==> src/rtl/stage_mem_if.sv <==
// Bundle of the execute-stage inputs, write-back outputs and data-memory
// handshake for stage_mem; the slave modport is the stage, master drives it.
interface stage_mem_if;
   logic [2:0]  cs_memop;
   logic        begin_valid;
   logic [31:0] begin_inst;
   logic [31:0] begin_newpc;
   logic [31:0] begin_aluoutput;
   logic [31:0] begin_regdatab;
   logic        stall;
   logic        end_valid;
   logic [31:0] end_inst;
   logic [31:0] end_newpc;
   logic [31:0] end_aluoutput;
   logic [31:0] end_memdata;
   logic        end_misalign;
   logic        dmem_req;
   logic        dmem_we;
   logic [31:0] dmem_addr;
   logic [3:0]  dmem_be;
   logic [31:0] dmem_wdata;
   logic        dmem_ack;
   logic [31:0] dmem_rdata;

   modport slave (
      input  cs_memop, begin_valid, begin_inst, begin_newpc, begin_aluoutput, begin_regdatab,
      input  dmem_ack, dmem_rdata,
      output stall, end_valid, end_inst, end_newpc, end_aluoutput, end_memdata, end_misalign,
      output dmem_req, dmem_we, dmem_addr, dmem_be, dmem_wdata
   );

   modport master (
      output cs_memop, begin_valid, begin_inst, begin_newpc, begin_aluoutput, begin_regdatab,
      output dmem_ack, dmem_rdata,
      input  stall, end_valid, end_inst, end_newpc, end_aluoutput, end_memdata, end_misalign,
      input  dmem_req, dmem_we, dmem_addr, dmem_be, dmem_wdata
   );
endinterface

==> src/rtl/stage_mem.sv <==
// Memory-access pipeline stage: issues loads/stores over a req/ack handshake and
// stalls upstream while busy. Optional macro STAGE_MEM_ALIGN_CHECK_EN flags misaligned LW/SW.
module stage_mem (
   input logic        clk,
   input logic        rst_n,
   stage_mem_if.slave bus_io
);
   typedef enum logic {IDLE, BUSY} state_t;

   localparam logic [2:0] OP_LW  = 3'd1;
   localparam logic [2:0] OP_SW  = 3'd2;
   localparam logic [2:0] OP_LB  = 3'd3;
   localparam logic [2:0] OP_LBU = 3'd4;
   localparam logic [2:0] OP_SB  = 3'd5;

   function automatic logic [31:0] fmt_load(input logic [2:0] op, input logic [1:0] off,
                                            input logic [31:0] rdata);
      logic [31:0] sh;
      logic [7:0]  b;
      sh = rdata >> {off, 3'b000};
      b  = sh[7:0];
      case (op)
         OP_LW:   fmt_load = rdata;
         OP_LB:   fmt_load = {{24{b[7]}}, b};
         OP_LBU:  fmt_load = {24'd0, b};
         default: fmt_load = 32'd0;
      endcase
   endfunction

   function automatic logic [3:0] store_be(input logic [2:0] op, input logic [1:0] off);
      store_be = (op == OP_SB) ? (4'b0001 << off) : 4'b1111;
   endfunction

   function automatic logic [31:0] store_wdata(input logic [2:0] op, input logic [31:0] d);
      case (op)
         OP_SW:   store_wdata = d;
         OP_SB:   store_wdata = {4{d[7:0]}};
         default: store_wdata = 32'd0;
      endcase
   endfunction

   state_t      state_q, state_d;
   logic [2:0]  op_q, op_d;
   logic [1:0]  off_q, off_d;
   logic [31:0] inst_q, inst_d, newpc_q, newpc_d, alu_q, alu_d;
   logic        req_q, req_d, we_q, we_d;
   logic [31:0] addr_q, addr_d, wdata_q, wdata_d;
   logic [3:0]  be_q, be_d;
   logic        ev_q, ev_d, emis_q, emis_d;
   logic [31:0] einst_q, einst_d, enewpc_q, enewpc_d, ealu_q, ealu_d, emem_q, emem_d;

   logic accept, is_load, is_store, misalign;

   assign accept   = bus_io.begin_valid && (state_q == IDLE);
   assign is_load  = (bus_io.cs_memop == OP_LW) || (bus_io.cs_memop == OP_LB) ||
                     (bus_io.cs_memop == OP_LBU);
   assign is_store = (bus_io.cs_memop == OP_SW) || (bus_io.cs_memop == OP_SB);
`ifdef STAGE_MEM_ALIGN_CHECK_EN
   assign misalign = ((bus_io.cs_memop == OP_LW) || (bus_io.cs_memop == OP_SW)) &&
                     (bus_io.begin_aluoutput[1:0] != 2'b00);
`else
   assign misalign = 1'b0;
`endif

   always_comb begin
      state_d  = state_q;
      op_d     = op_q;
      off_d    = off_q;
      inst_d   = inst_q;
      newpc_d  = newpc_q;
      alu_d    = alu_q;
      req_d    = req_q;
      we_d     = we_q;
      addr_d   = addr_q;
      be_d     = be_q;
      wdata_d  = wdata_q;
      ev_d     = 1'b0;
      emis_d   = emis_q;
      einst_d  = einst_q;
      enewpc_d = enewpc_q;
      ealu_d   = ealu_q;
      emem_d   = emem_q;
      case (state_q)
         IDLE: begin
            if (accept) begin
               op_d    = bus_io.cs_memop;
               off_d   = bus_io.begin_aluoutput[1:0];
               inst_d  = bus_io.begin_inst;
               newpc_d = bus_io.begin_newpc;
               alu_d   = bus_io.begin_aluoutput;
               if ((is_load || is_store) && !misalign) begin
                  req_d   = 1'b1;
                  we_d    = is_store;
                  addr_d  = {bus_io.begin_aluoutput[31:2], 2'b00};
                  be_d    = store_be(bus_io.cs_memop, bus_io.begin_aluoutput[1:0]);
                  wdata_d = store_wdata(bus_io.cs_memop, bus_io.begin_regdatab);
                  state_d = BUSY;
               end else begin
                  // Non-memory ops and rejected misaligned accesses retire directly.
                  ev_d     = 1'b1;
                  einst_d  = bus_io.begin_inst;
                  enewpc_d = bus_io.begin_newpc;
                  ealu_d   = bus_io.begin_aluoutput;
                  emem_d   = 32'd0;
                  emis_d   = misalign;
               end
            end
         end
         BUSY: begin
            if (bus_io.dmem_ack) begin
               req_d    = 1'b0;
               state_d  = IDLE;
               ev_d     = 1'b1;
               einst_d  = inst_q;
               enewpc_d = newpc_q;
               ealu_d   = alu_q;
               emem_d   = fmt_load(op_q, off_q, bus_io.dmem_rdata);
               emis_d   = 1'b0;
            end
         end
         default: state_d = IDLE;
      endcase
   end

   always_ff @(posedge clk or negedge rst_n) begin
      if (!rst_n) begin
         state_q  <= IDLE;
         op_q     <= 3'd0;
         off_q    <= 2'd0;
         inst_q   <= 32'd0;
         newpc_q  <= 32'd0;
         alu_q    <= 32'd0;
         req_q    <= 1'b0;
         we_q     <= 1'b0;
         addr_q   <= 32'd0;
         be_q     <= 4'd0;
         wdata_q  <= 32'd0;
         ev_q     <= 1'b0;
         emis_q   <= 1'b0;
         einst_q  <= 32'd0;
         enewpc_q <= 32'd0;
         ealu_q   <= 32'd0;
         emem_q   <= 32'd0;
      end else begin
         state_q  <= state_d;
         op_q     <= op_d;
         off_q    <= off_d;
         inst_q   <= inst_d;
         newpc_q  <= newpc_d;
         alu_q    <= alu_d;
         req_q    <= req_d;
         we_q     <= we_d;
         addr_q   <= addr_d;
         be_q     <= be_d;
         wdata_q  <= wdata_d;
         ev_q     <= ev_d;
         emis_q   <= emis_d;
         einst_q  <= einst_d;
         enewpc_q <= enewpc_d;
         ealu_q   <= ealu_d;
         emem_q   <= emem_d;
      end
   end

   // stall decodes the state register only, so there is no input-to-stall path.
   assign bus_io.stall         = (state_q == BUSY);
   assign bus_io.end_valid     = ev_q;
   assign bus_io.end_inst      = einst_q;
   assign bus_io.end_newpc     = enewpc_q;
   assign bus_io.end_aluoutput = ealu_q;
   assign bus_io.end_memdata   = emem_q;
   assign bus_io.end_misalign  = emis_q;
   assign bus_io.dmem_req      = req_q;
   assign bus_io.dmem_we       = we_q;
   assign bus_io.dmem_addr     = addr_q;
   assign bus_io.dmem_be       = be_q;
   assign bus_io.dmem_wdata    = wdata_q;
endmodule

==> src/flat_wrapper.sv <==
// flat-port wrapper written by rule: the top's interface ports become plain ports
module stage_mem_flat 
  (clk, rst_n, bus_io_cs_memop, bus_io_begin_valid, bus_io_begin_inst, bus_io_begin_newpc, bus_io_begin_aluoutput, bus_io_begin_regdatab, bus_io_dmem_ack, bus_io_dmem_rdata, bus_io_stall, bus_io_end_valid, bus_io_end_inst, bus_io_end_newpc, bus_io_end_aluoutput, bus_io_end_memdata, bus_io_end_misalign, bus_io_dmem_req, bus_io_dmem_we, bus_io_dmem_addr, bus_io_dmem_be, bus_io_dmem_wdata);
  stage_mem_if bus_io_i ();
  input logic clk;
  input logic rst_n;
  input wire logic [$bits(bus_io_i.cs_memop)-1:0] bus_io_cs_memop;
  input wire logic [$bits(bus_io_i.begin_valid)-1:0] bus_io_begin_valid;
  input wire logic [$bits(bus_io_i.begin_inst)-1:0] bus_io_begin_inst;
  input wire logic [$bits(bus_io_i.begin_newpc)-1:0] bus_io_begin_newpc;
  input wire logic [$bits(bus_io_i.begin_aluoutput)-1:0] bus_io_begin_aluoutput;
  input wire logic [$bits(bus_io_i.begin_regdatab)-1:0] bus_io_begin_regdatab;
  input wire logic [$bits(bus_io_i.dmem_ack)-1:0] bus_io_dmem_ack;
  input wire logic [$bits(bus_io_i.dmem_rdata)-1:0] bus_io_dmem_rdata;
  output wire logic [$bits(bus_io_i.stall)-1:0] bus_io_stall;
  output wire logic [$bits(bus_io_i.end_valid)-1:0] bus_io_end_valid;
  output wire logic [$bits(bus_io_i.end_inst)-1:0] bus_io_end_inst;
  output wire logic [$bits(bus_io_i.end_newpc)-1:0] bus_io_end_newpc;
  output wire logic [$bits(bus_io_i.end_aluoutput)-1:0] bus_io_end_aluoutput;
  output wire logic [$bits(bus_io_i.end_memdata)-1:0] bus_io_end_memdata;
  output wire logic [$bits(bus_io_i.end_misalign)-1:0] bus_io_end_misalign;
  output wire logic [$bits(bus_io_i.dmem_req)-1:0] bus_io_dmem_req;
  output wire logic [$bits(bus_io_i.dmem_we)-1:0] bus_io_dmem_we;
  output wire logic [$bits(bus_io_i.dmem_addr)-1:0] bus_io_dmem_addr;
  output wire logic [$bits(bus_io_i.dmem_be)-1:0] bus_io_dmem_be;
  output wire logic [$bits(bus_io_i.dmem_wdata)-1:0] bus_io_dmem_wdata;
  assign bus_io_i.cs_memop = bus_io_cs_memop;
  assign bus_io_i.begin_valid = bus_io_begin_valid;
  assign bus_io_i.begin_inst = bus_io_begin_inst;
  assign bus_io_i.begin_newpc = bus_io_begin_newpc;
  assign bus_io_i.begin_aluoutput = bus_io_begin_aluoutput;
  assign bus_io_i.begin_regdatab = bus_io_begin_regdatab;
  assign bus_io_i.dmem_ack = bus_io_dmem_ack;
  assign bus_io_i.dmem_rdata = bus_io_dmem_rdata;
  assign bus_io_stall = bus_io_i.stall;
  assign bus_io_end_valid = bus_io_i.end_valid;
  assign bus_io_end_inst = bus_io_i.end_inst;
  assign bus_io_end_newpc = bus_io_i.end_newpc;
  assign bus_io_end_aluoutput = bus_io_i.end_aluoutput;
  assign bus_io_end_memdata = bus_io_i.end_memdata;
  assign bus_io_end_misalign = bus_io_i.end_misalign;
  assign bus_io_dmem_req = bus_io_i.dmem_req;
  assign bus_io_dmem_we = bus_io_i.dmem_we;
  assign bus_io_dmem_addr = bus_io_i.dmem_addr;
  assign bus_io_dmem_be = bus_io_i.dmem_be;
  assign bus_io_dmem_wdata = bus_io_i.dmem_wdata;
  stage_mem u_core (.clk(clk), .rst_n(rst_n), .bus_io(bus_io_i));
endmodule
==> config.mk <==
export PLATFORM = sky130hd
export DESIGN_NAME = stage_mem_flat
export DESIGN_NICKNAME = d
export VERILOG_FILES = /design/src/rtl/stage_mem_if.sv /design/src/rtl/stage_mem.sv /design/src/flat_wrapper.sv
export SDC_FILE = /design/constraint.sdc
export NUM_CORES = 1
export LEC_CHECK = 0
export BUFFER_PORTS_ARGS = -buffer_cell sky130_fd_sc_hd__buf_2
export CORE_ASPECT_RATIO = 0.6
export CORE_MARGIN = 8
export CORE_UTILIZATION = 47
export DETAILED_ROUTE_END_ITERATION = 16
export GPL_TIMING_DRIVEN = 0
export PLACE_DENSITY = 0.74
export SYNTH_ARGS = -nofsm -noshare
export SYNTH_HDL_FRONTEND = slang
export SYNTH_SLANG_ARGS = --single-unit
==> constraint.sdc <==
create_clock -name clk -period 1.9 [get_ports clk]
set_input_delay 0.19 -clock clk [delete_from_list [all_inputs] [get_ports clk]]
set_output_delay 0.19 -clock clk [all_outputs]
set_load 0.02 [all_outputs]
; ---- Word level (Yosys, flattened, before mapping)
; Index checks and enable logic that the tools add are counted.
[totals]
out_inout_bits = 201
in_bits = 167
elab_cells = 75
reg_bits = 300
[op_classes]
bitwise = 1
shifts = 2
n_eq_ne = 12
n_mux = 34
reduce_logical = 9
[op_table]
columns = op, count
row1 = 32-bit 2-to-1 mux, 12
row2 = 32-bit one-hot mux with 2 select lines, 5
row3 = 32-bit one-hot mux with 3 select lines, 1
row4 = 32-bit by 5-bit >> shifter with 8-bit output, 1
row5 = 1-bit 2-to-1 mux, 11
row6 = "3-bit by 2-bit == test with 1-bit output, second input constant", 3
row7 = "3-bit == test, second input constant", 3
row8 = 3-bit AND reduction, 3
row9 = 1-bit one-hot mux with 2 select lines, 4
row10 = "3-bit by 1-bit == test with 1-bit output, second input constant", 2
row11 = "2-bit != test, second input constant", 3
row12 = 1-bit logical OR, 4
row13 = 4-bit 2-to-1 mux, 1
row14 = "1-bit by 2-bit left shift with 4-bit output, first input constant", 1
row15 = "2-bit by 1-bit != test with 1-bit output, second input constant", 1
row16 = 2-bit AND reduction, 1
row17 = 1-bit logical AND, 1
row18 = 1-bit inverter, 1

; ---- Depth between registers and ports, before layout
; Gate-level depths: netlist of run 1.
[logic_depth]
ltp_word = 7
mapped_depth = 7
mapped_depth_nobuf = 4

; ---- Worst setup path before layout of run 1
; No wires, ideal clock.
[synth_path]
path_type = register -> register
startpoint = register u_core.state_q, in the netlist u_core.bus_io.stall
endpoint = register u_core.emem_q[10], in the netlist u_core.bus_io.end_memdata[10]
t_required_ns = 1.774
setup_ns = 0.126
path_buffers = 2
period_less_slack_ns = 1.934
t_arrival_ns = 1.808
stages_incl_launch_ff = 6
path_slack_ns = -0.034
cell_sequence = dfrtp_1 > or4b_1 > o211a_1 > buf_4 > buf_6 > a221o_1
[synth_via]
elab_chain_cells = 4
elab_cells_between_ends = 7
cone_classes = eq/ne: 3 / mux: 1 / bitwise: 1 / reduce/logical: 2
[synth_rtl]
columns = item, line_no
row1 = from (decl), stage_mem.sv:42  ; state_t state_q, state_d;
row2 = from (signal assigned), stage_mem.sv:145  ; state_q <= state_d;
row3 = 1-bit inverter (no line), n/a
row4 = 1-bit logical AND, stage_mem.sv:54  ; assign accept = bus_io.begin_valid && (state_q == IDLE);
row5 = 2-bit by 1-bit != test with 1-bit output (no line), n/a
row6 = 3-bit AND reduction (no line), n/a
row7 = to (signal assigned), stage_mem.sv:161  ; emem_q <= emem_d;
row8 = to (decl), stage_mem.sv:50  ; logic [31:0] einst_q, einst_d, enewpc_q, enewpc_d, ealu_q, ealu_d, emem_q, emem_d;
; Parallel ways exist; a longest one is shown, timed or not.
; A chain may end at the register's enable or synchronous reset.

; ---- Worst setup path in the final report of run 1
[layout_path]
startpoint = register u_core.state_q, in the netlist u_core.bus_io.stall
endpoint = register u_core.enewpc_q[15], in the netlist u_core.bus_io.end_newpc[15]
[layout_via]
elab_chain_cells = 4
elab_cells_between_ends = 7
cone_classes = eq/ne: 3 / mux: 1 / bitwise: 1 / reduce/logical: 2
[layout_rtl]
columns = item, line_no
row1 = 1-bit inverter (no line), n/a
row2 = 1-bit logical AND, stage_mem.sv:54
row3 = 2-bit by 1-bit != test with 1-bit output (no line), n/a
row4 = 3-bit AND reduction (no line), n/a
row5 = to (signal assigned), stage_mem.sv:159  ; enewpc_q <= enewpc_d;
row6 = to (decl), stage_mem.sv:50
; Parallel ways exist; a longest one is shown, timed or not.

==> impl_metrics.toml, run 1 <==
[global_routing]
met1_usage = 0.3495
grt_pass1_vias = 11405
grtUsageMet2 = 0.4145
gr-usage-all-layers = 0.2601
grt_pass1_wl_um = 65850
use_met3 = 0.07153
antenna_found_initial = 3
globalRouteOverflowTotal = 0
busiest_layer = "met2"
grt_max_degree = 120

[clock_network]
clock_latency_ns = 0.55
cts_max_path_buffers = 3
cts_sinks = 297
cts_tree = "done"
clock-root-buffer = "clkbuf_16"
numCtsBuffers = 28
clkTransAtPathRegs_ns = 0.06
ctsHtreeMaxLevel = 1

[power_and_ir_drop]
finalPower_mw = 21.15
power.density_mw_per_mm2 = 1176
clkPwrFrac = 0.270
p_int_mw = 14.12
p_sw_mw = 7.033
switching_share = 0.3325
p_leak_nw = 8.802
vdd_drop_max_uv = 725.1
power_frac_seq = 0.416
power.share.combinational = 0.314

[sta]
finalHoldViolations = 0
setup_violations = 102
setup_slack_ns = -0.1044
slew_violations = 0
max_slew_margin = 0.2273
layout_min_cycle_time_ns = 2.004
grt_setup_unrepaired = "true"
fin_crit_sh = 1.055
max_freq_mhz = 498.9
fin_skew_ns = 0.02286
worst_pin_slew_ns = 1.157

[cells_and_area]
n_fill_cell = 1827
area_growth_pct = 45.60
fin_area_mm2 = 0.01798
drive_gt1_frac = 0.3890
fin_nets = 1770

[die]
core_area_mm2 = 0.02613
pin_count = 368
start_util = 0.4726
rows = 46
dieArea_mm2 = 0.03189
die_x_um = 225.3
die_height_um = 141.6

[yosys]
synthCells = 1038
synth_top_area_share = 0.6018
synth.distinct_cells = 30
avgSynthCellArea_um2 = 11.90
yosysMostFrequentCell = "dfrtp_1"
async_reset_ff_frac = 1.000
synth_common_cells = "dfrtp_1, nand2_1, nand2b_1"
synth-edff-count = 0
ys_seq_area_frac = 0.6018
syn_area_mm2 = 0.01235
ys_seq_elements = 297
synth-warning-count = 0
synth_area_leaders = "dfrtp_1, nand2_1, o221a_2, mux2_2, nand2b_1"
ys.flop_type = "dfrtp_1"
yosysTopAreaCell = "dfrtp_1"

[setup_path]
critical_path_arrival_ns = 2.47
path_max_fanout = 8
worstSetupStartpointType = "flop"
r2r-start = "u_core.bus_io.stall"
rrSetupSlack_ns = -0.10
reg2reg_to = "u_core.bus_io.end_newpc[15]"
rr_worst_depth = 7
crit_required_ns = 2.37
end_kind = "flop"
worstSetupPathType = "reg -> reg"

[detailed_routing]
final_antenna_net_count = 0
drtIter0Drc = 1108
firstDrtPassIters = 5
wire_per_inst_um = 21.77
wirelength_um = 43220
vias = 10929
drc_errors = 0
vias_per_cell = 5.506

[min_path]
min_from = "bus_io_begin_aluoutput[1]"
min_to = "u_core.alu_q[1]"
hold_depth = 3
min_path_type = "in -> reg"

[placed_design]
gp_congestion = 0.8468
dpl.hpwl_um = 28140
placed_area_mm2 = 0.01470
io_buffers = 364

[run_status]
violations = "setup timing"
status = "finished, violations left"

[run]
cap_violations = 0
-- how the worst max path moves through the flow --
| stage | start | to | slack [ns] |
|---|---|---|---|
| 2_1_floorplan | u_core.bus_io.stall | u_core.bus_io.end_memdata[10] | 0.01 |
| 3_3_place_gp | rst_n | u_core.bus_io.stall | -5.44 |
| 3_5_place_dp | u_core.bus_io.stall | u_core.bus_io.end_aluoutput[0] | -1.05 |
| 4_1_cts | u_core.bus_io.stall | u_core.bus_io.end_newpc[10] | -0.1 |
| 5_1_grt | u_core.bus_io.stall | u_core.bus_io.end_newpc[15] | -0.15 |
| 6_report | u_core.bus_io.stall | u_core.bus_io.end_newpc[15] | -0.10 |
-- critical path, cell delays in order (launching register included) --
cell	delay (ns)
dfrtp_2	0.45
or4b_1	0.47
o211a_1	0.26
buf_8	0.16
clkinv_8	0.09
buf_12	0.16
clkbuf_16	0.16
o221a_4	0.17
-- per-stage QoR --
step / worst slack, ns / utilization / hold WS, ns / setup TNS, ns / std cells
after CTS: -0.09851 / 0.6769 / 0.001226 / -5.667 / 1983
after global placement: -5.445 / 0.5600 / 0.3958 / -1560.89 / 1764
after global routing: -0.1463 / 0.6881 / 0.03916 / -10.43 / 1985
after floorplan: 0.01492 / - / -0.1056 / 0 / 1040
final: -0.1044 / 0.6881 / 0.03677 / -4.887 / 1985
after detailed placement: -1.046 / 0.5625 / 0.2248 / -122.45 / 1766
-- cells by family (layout without fill, tap and decap cells) --
kind of cell    count (synthesis)  in the layout  synth area share
other cells                     1              6         0.0003037
mux                            66             66           0.06748
compound gates                179            179            0.1479
buf+inv                        88            670           0.03495
flops                         297            297            0.6018
simple gates                  407            407            0.1475
-- power by group through the flow --
| stage | sequential [mW] | combinational [mW] | clock (mW) |
|---|---|---|---|
| 3_3_place_gp | 8.69 | 5.68 | 0 |
| 6_report | 8.79 | 6.65 | 5.71 |
| 3_5_place_dp | 8.72 | 5.83 | 0 |
| 4_1_cts | 8.69 | 6.38 | 5.79 |
| 5_1_grt | 8.95 | 7.08 | 6.05 |
| 2_1_floorplan | 9.93 | 2.20 | 0 |
-- flip-flops by register name, summed over array words and instances, names as in the netlist --
name	flops
u_core.alu_q	31
u_core.bus_io.dmem_addr	30
u_core.bus_io.dmem_be	4
u_core.bus_io.dmem_req	1
u_core.bus_io.dmem_wdata	32
u_core.bus_io.dmem_we	1
u_core.bus_io.end_aluoutput	32
u_core.bus_io.end_inst	32
u_core.bus_io.end_memdata	32
u_core.bus_io.end_newpc	32
u_core.bus_io.end_valid	1
u_core.bus_io.stall	1
u_core.inst_q	32
u_core.newpc_q	32
u_core.off_q	1
u_core.op_q	3
-- metal layers --
metal | wire, um | vias up
met2 | 20520 | 547
met3 | 3963 | 83
met1 | 17560 | 5489
li1 | - | 4810
met4 | 1172 | 0
met5 | 0 | -
-- cell type report --
cell class	count	area (um2)	area share
antenna	3	7.507	0.0004175
buffer	78	491.7	0.02735
clock buffer	43	848.3	0.04718
clock inverter	6	80.08	0.004453
inverter	4	27.53	0.001531
multi-input combinational	655	4932	0.2743
sequential	297	7435	0.4135
tap	360	450.4	0.02505
timing repair buffer	539	3709	0.2062
-- timing repair --
item | CTS | global route
cloned | 3 | 2
pin swaps | 27 | 40
hold endpoints to repair | 359 | 0
resized for setup | 75 | 42
setup buffers | 5 | 0
endpoints found under the setup margin | 283 | 190
hold buffers | 163 | 0
-- placed cells by master, fill, tap and decap left out, types with 3 or more instances in the layout --
cell type	instances
buf_2	370
nand2_1	296
dfrtp_1	295
dlygate4sd3_1	163
nand2b_1	97
mux2_2	58
o221a_2	49
o221a_4	47
clkbuf_1	39
a221o_1	32
a22o_1	32
clkbuf_16	31
clkbuf_2	14
o211a_1	9
buf_8	9
buf_4	9
clkbuf_8	8
mux4_2	8
o21ai_0	7
buf_6	5
buf_16	5
clkinv_2	4
diode_2	3
inv_1	3
buf_1	3
conb_1	3
Note: power is estimated with default switching activity, not from simulation.
==> inputs of run 2 (changes only) <==
--- a/config.mk
+++ b/config.mk
@@ -5,13 +5,14 @@
 export SDC_FILE = /design/constraint.sdc
 export NUM_CORES = 1
 export LEC_CHECK = 0
+export ABC_AREA = 1
 export BUFFER_PORTS_ARGS = -buffer_cell sky130_fd_sc_hd__buf_2
 export CORE_ASPECT_RATIO = 0.6
 export CORE_MARGIN = 8
 export CORE_UTILIZATION = 47
 export DETAILED_ROUTE_END_ITERATION = 16
 export GPL_TIMING_DRIVEN = 0
-export PLACE_DENSITY = 0.74
+export PLACE_DENSITY = 0.73
 export SYNTH_ARGS = -nofsm -noshare
 export SYNTH_HDL_FRONTEND = slang
 export SYNTH_SLANG_ARGS = --single-unit
==> impl_metrics.toml, run 2 <==
[sta]
worst_pin_slew_ns = 0.5515
grt_setup_unrepaired = "false"
fin_hold_ws_ns = 0.1012
finalHoldViolations = 0
setup_tns_ns = 0
max_freq_mhz = 563.6
layout_min_cycle_time_ns = 1.774
fin_skew_ns = 0.01540
max_slew_margin = 0.6323
fin_crit_sh = 0.9338
setup_violations = 0
slew_violations = 0
setup_slack_ns = 0.1258

[clock_network]
clock_latency_ns = 0.56
cts_tree = "done"
cts_sinks = 297
numCtsBuffers = 29
clock-root-buffer = "clkbuf_16"
ctsHtreeMaxLevel = 1
cts_max_path_buffers = 3
clkTransAtPathRegs_ns = 0.07

[cells_and_area]
fin_util = 0.6596
layout_common_cells = "nand2_1, buf_2, dfrtp_1"
area_growth_pct = 39.05
final_common_cell = "nand2_1"
drive_gt1_frac = 0.2204
fin_nets = 2368

[yosys]
ys.flop_type = "dfrtp_1"
ys_seq_elements = 297
synth_top_area_share = 0.5730
synth-warning-count = 0
yosysMostFrequentCell = "nand2_1"
synth_area_leaders = "dfrtp_1, nand2_1, o21ai_0, inv_1, buf_2"
synth-edff-count = 0
synthCells = 1633
syn_area_mm2 = 0.01297
ys_seq_area_frac = 0.5730
avgSynthCellArea_um2 = 7.943
yosysTopAreaCell = "dfrtp_1"
synth.distinct_cells = 19
synth_common_cells = "nand2_1, dfrtp_1, o21ai_0"
async_reset_ff_frac = 1.000

[die]
rows = 47
dieArea_mm2 = 0.03334
core_area_mm2 = 0.02735
pin_count = 368
start_util = 0.4744
die_height_um = 144.7
die_x_um = 230.5

[global_routing]
grt_pass1_vias = 13065
grt_max_degree = 103
met1_usage = 0.3618
grt_pass1_wl_um = 71180
grtUsageMet2 = 0.4211
busiest_layer = "met2"
globalRouteOverflowTotal = 0
antenna_found_initial = 1
use_met3 = 0.06386
gr-usage-all-layers = 0.2664

[detailed_routing]
drc_errors = 0
drtIter0Drc = 1162
final_antenna_net_count = 0
wirelength_um = 45510
vias = 13259
firstDrtPassIters = 5
wire_per_inst_um = 17.55
vias_per_cell = 5.113

[setup_path]
crit_top_cell = "nand2_1"
crit_slowest_cell = "dfrtp_2"
path_cells = "nor2_2 > nand3_1 > nand2_4 > buf_4 > buf_2 > nand2_1 > nand2_1"
cpPeakStageDelay_ns = 0.43
path_max_fanout = 10
r2r-start = "u_core.bus_io.stall"
worstSetupStartpointType = "flop"
critical_path_arrival_ns = 2.26
critical-path-top-delay-family = "simple AND/OR/NAND/NOR gates"
crit_required_ns = 2.38
crit_start = "u_core.bus_io.stall"
end_kind = "flop"
cp_num_buf_inv = 2
worstSetupPathType = "reg -> reg"

[run_status]
status = "finished, final reports clean"

[power_and_ir_drop]
vdd_drop_max_uv = 972.0
power.density_mw_per_mm2 = 1115
finalPower_mw = 20.11
p_leak_nw = 10.04

[placed_design]
place_ws_ns = -0.3539
io_buffers = 364
gp_congestion = 0.9449
dpl.hpwl_um = 32420

[min_path]
min_path_type = "in -> async"

[run]
cap_violations = 0
[run 2: cell types whose count changed in the layout (fill, tap and decap cells not counted), sizes merged, moves of 32 or more]
cell    delta
nand2    +471
inv      +141
a221o     -32
mux2      -58
o21ai    +256
o221a     -96
a22o      -32
nand2b    -97
[run 2: worst register-to-register path: stages, from the launching register on]
cell	delay, ns
dfrtp_2	0.43
nor2_2	0.17
nand3_1	0.18
nand2_4	0.22
buf_4	0.24
buf_2	0.25
nand2_1	0.12
nand2_1	0.10
[run 2: worst paths after layout]
| path | endpoint | slack, ns | cells after the start |
|---|---|---|---|
| min | u_core.bus_io.dmem_wdata[14] | 0.10 | 2 |
| min in group clk | u_core.op_q[1] | 0.26 | 6 |
| max in group asynchronous | u_core.bus_io.dmem_addr[24] | 0.36 | 5 |
| max | u_core.bus_io.end_newpc[21] | 0.13 | 7 |
| max reg2reg | u_core.bus_io.end_newpc[21] | 0.13 | 7 |
| min reg2reg | u_core.bus_io.end_inst[14] | 0.47 | 2 |
[run 2: cell families (layout without fill, tap and decap cells)]
| logic type | count (synthesis) | after routing | share of synthesized area |
|---|---|---|---|
| buffers and inverters | 241 | 829 | 0.07823 |
| AO/OA/AOI/OAI | 294 | 294 | 0.1140 |
| flip-flops | 297 | 297 | 0.5730 |
| other | 1 | 6 | 0.0002891 |
| AND/OR/NAND/NOR | 800 | 800 | 0.2345 |
[run 2: layout make-up]
type,instances,area [um2]
timing repair buffer,535,3606
buffer,96,486.7
antenna,3,7.507
multi-input combinational,1097,4539
tap,367,459.2
fill,2265,9309
clock inverter,9,77.57
sequential,297,7433
inverter,145,544.3
clock buffer,44,882.1
[run 2: metal layers]
layer	part of all wire	up-vias
met5	0	-
met4	0.038	0
met3	0.092	115
met2	0.45	666
met1	0.42	6305
li1	-	6173
[run 2: through the flow]
stage / area [um2] / instances
3_3_place_gp: 15260 / 2366
4_1_cts: 18000 / 2589
5_1_grt: 18030 / 2591
2_1_floorplan: 12980 / 1635
3_5_place_dp: 15350 / 2369
6_report: 18040 / 2593
[run 2: what timing repair did]
action,in CTS,in global routing
hold endpoints to repair,359,0
cloned,0,1
hold buffers,165,0
pin swaps,1,0
endpoints found under the setup margin,282,68
resized for setup,10,2
setup buffers,2,0
[run 2: power by group]
part / internal [mW] / switching (mW)
combinational: 1.95 / 3.93
clock: 3.33 / 2.48
sequential: 7.66 / 0.762
total: 12.9 / 7.17
==> inputs of run 3 (changes only) <==
--- a/config.mk
+++ b/config.mk
@@ -9,10 +9,10 @@
 export BUFFER_PORTS_ARGS = -buffer_cell sky130_fd_sc_hd__buf_2
 export CORE_ASPECT_RATIO = 0.6
 export CORE_MARGIN = 8
-export CORE_UTILIZATION = 47
+export CORE_UTILIZATION = 52
 export DETAILED_ROUTE_END_ITERATION = 16
 export GPL_TIMING_DRIVEN = 0
-export PLACE_DENSITY = 0.73
+export PLACE_DENSITY = 0.77
 export SYNTH_ARGS = -nofsm -noshare
 export SYNTH_HDL_FRONTEND = slang
 export SYNTH_SLANG_ARGS = --single-unit
==> constraint.sdc (replaced) <==
create_clock -name clk -period 1.98 [get_ports clk]
set_input_delay 0.198 -clock clk [delete_from_list [all_inputs] [get_ports clk]]
set_output_delay 0.198 -clock clk [all_outputs]
set_load 0.02 [all_outputs]
==> impl_metrics.toml, run 3 (synthesis results as in run 2) <==
[run_status]
status = "finished, final reports clean"

[cells_and_area]
fin_nets = 2353
multi_input_area_mm2 = 0.004539
area_growth_pct = 37.51
n_fill_cell = 1778
final_common_cell = "nand2_1"
layout_common_cells = "nand2_1, buf_2, dfrtp_1"
drive_gt1_frac = 0.2221
register_area_mm2 = 0.007433

[sta]
setup_violations = 0
max_freq_mhz = 553.2
fin_crit_sh = 0.9130
layout_min_cycle_time_ns = 1.808
fin_skew_ns = 0.01104
grt_setup_unrepaired = "false"
worst_pin_slew_ns = 0.6482
setup_tns_ns = 0
finalHoldViolations = 0
slew_violations = 0
max_slew_margin = 0.5678

[power_and_ir_drop]
vdd_drop_max_uv = 697.8
p_leak_nw = 9.972
switching_share = 0.3562
p_sw_mw = 6.936
clkPwrFrac = 0.295
finalPower_mw = 19.47
power_frac_seq = 0.416
p_int_mw = 12.54
power.density_mw_per_mm2 = 1092
power.share.combinational = 0.289

[global_routing]
gr-usage-all-layers = 0.2949
grt_pass1_vias = 13168
antenna_found_initial = 5
globalRouteOverflowTotal = 0
grt_pass1_wl_um = 72040
grt_max_degree = 124

[setup_path]
worstSetupStartpointType = "flop"
r2r-start = "u_core.bus_io.stall"
crit_start = "u_core.bus_io.stall"
rrSetupSlack_ns = 0.17
rr_worst_depth = 8
critical_path_arrival_ns = 2.20
reg2reg_to = "u_core.bus_io.dmem_wdata[18]"
endpoint = "u_core.bus_io.dmem_wdata[18]"
end_kind = "flop"
worstSetupPathType = "reg -> reg"
path_max_fanout = 10
crit_required_ns = 2.37

[die]
core_area_mm2 = 0.02433
die_x_um = 219.9
start_util = 0.5331
rows = 44
die_height_um = 138.3
pin_count = 368
dieArea_mm2 = 0.03042

[detailed_routing]
final_antenna_net_count = 0
wire_per_inst_um = 18.32
firstDrtPassIters = 7
vias = 13365
drtIter0Drc = 1360
wirelength_um = 46400
drc_errors = 0
vias_per_cell = 5.276

[clock_network]
clock-root-buffer = "clkbuf_16"
cts_tree = "done"
ctsHtreeMaxLevel = 1
cts_max_path_buffers = 3
clock_latency_ns = 0.55
cts_sinks = 297
numCtsBuffers = 28
clkTransAtPathRegs_ns = 0.07

[placed_design]
gp_congestion = 0.9493
io_buffers = 364
dpl.hpwl_um = 32180

[min_path]
min_path_type = "in -> reg"

[run]
cap_violations = 0
run 3: cell count changes in the layout (fill, tap and decap cells not counted), sizes merged:
cell         before  now
buf             433  429
bufinv            1    3
clkbuf           77   71
clkinv            9   11
clkinvlp          0    1
diode             3    5
dlygate4sd3     165  154
inv             144  143
run 3: through the flow:
stage / cells / instance area [um2] / setup slack [ns] / util / hold WS [ns]
global route: 2533 / 17840 / 0.03521 / 0.7330 / 0.02309
floorplan: 1635 / 12980 / 0.4294 / - / -0.09759
finish: 2533 / 17840 / 0.1722 / 0.7330 / 0.01844
global placement: 2321 / 15200 / -4.860 / 0.6248 / 0.4135
CTS: 2527 / 17810 / 0.009384 / 0.7317 / 0.0009103
detailed placement: 2323 / 15270 / -0.2177 / 0.6275 / 0.1531
run 3: how the worst min path moves through the flow:
stage / startpoint / to / slack, ns / depth (start not counted)
5_1_grt: bus_io_dmem_rdata[12] / u_core.bus_io.end_memdata[12] / 0.02 / 5
2_1_floorplan: rst_n / u_core.alu_q[10] / -0.1 / 0
6_report: bus_io_begin_aluoutput[7] / u_core.alu_q[7] / 0.02 / 3
4_1_cts: bus_io_dmem_rdata[12] / u_core.bus_io.end_memdata[12] / 0.0009 / 5
3_3_place_gp: bus_io_dmem_ack / u_core.bus_io.stall / 0.41 / 2
3_5_place_dp: rst_n / u_core.bus_io.dmem_wdata[19] / 0.15 / 1
run 3: critical path, cell delays in order, from the launching register on:
cell	delay (ns)
dfrtp_2	0.43
nor2_2	0.16
inv_2	0.14
a21oi_2	0.19
inv_4	0.12
buf_6	0.17
buf_2	0.20
nand2_1	0.10
o21ai_0	0.13
run 3: power groups by stage:
stage	clock [mW]	sequential, mW	combinational [mW]
after global placement	0	8.12	5.16
after floorplan	0	9.19	1.98
after global routing	6.05	8.23	6.13
after detailed placement	0	8.16	5.29
after CTS	5.79	8.08	5.55
final	5.75	8.10	5.62
run 3: cell type report:
type	count	area share
Tap cell	322	0.02259
Buffer	96	0.02694
Sequential cell	297	0.4167
Clock inverter	13	0.008418
Multi-Input combinational cell	1097	0.2545
Clock buffer	37	0.04686
Antenna cell	5	0.0007015
Timing Repair Buffer	521	0.1926
Inverter	145	0.03065
run 3: timing repair:
action                                  in CTS  in global routing
hold buffers                               154                  0
endpoints found under the hold margin      246                  0
endpoints found under the setup margin     204                175
pin swaps                                    0                  0
cloned                                       0                  0
setup buffers                                0                  1
gates resized for setup                      4                  8
run 3: metal layers:
metal / vias to the layer above / GRT usage / routed length [um]
li1: 6149 / - / -
met1: 6349 / 0.4028 / 18980
met2: 721 / 0.4442 / 20640
met3: 146 / 0.06754 / 4601
met4: 0 / 0.1311 / 2174
met5: - / 0 / 0
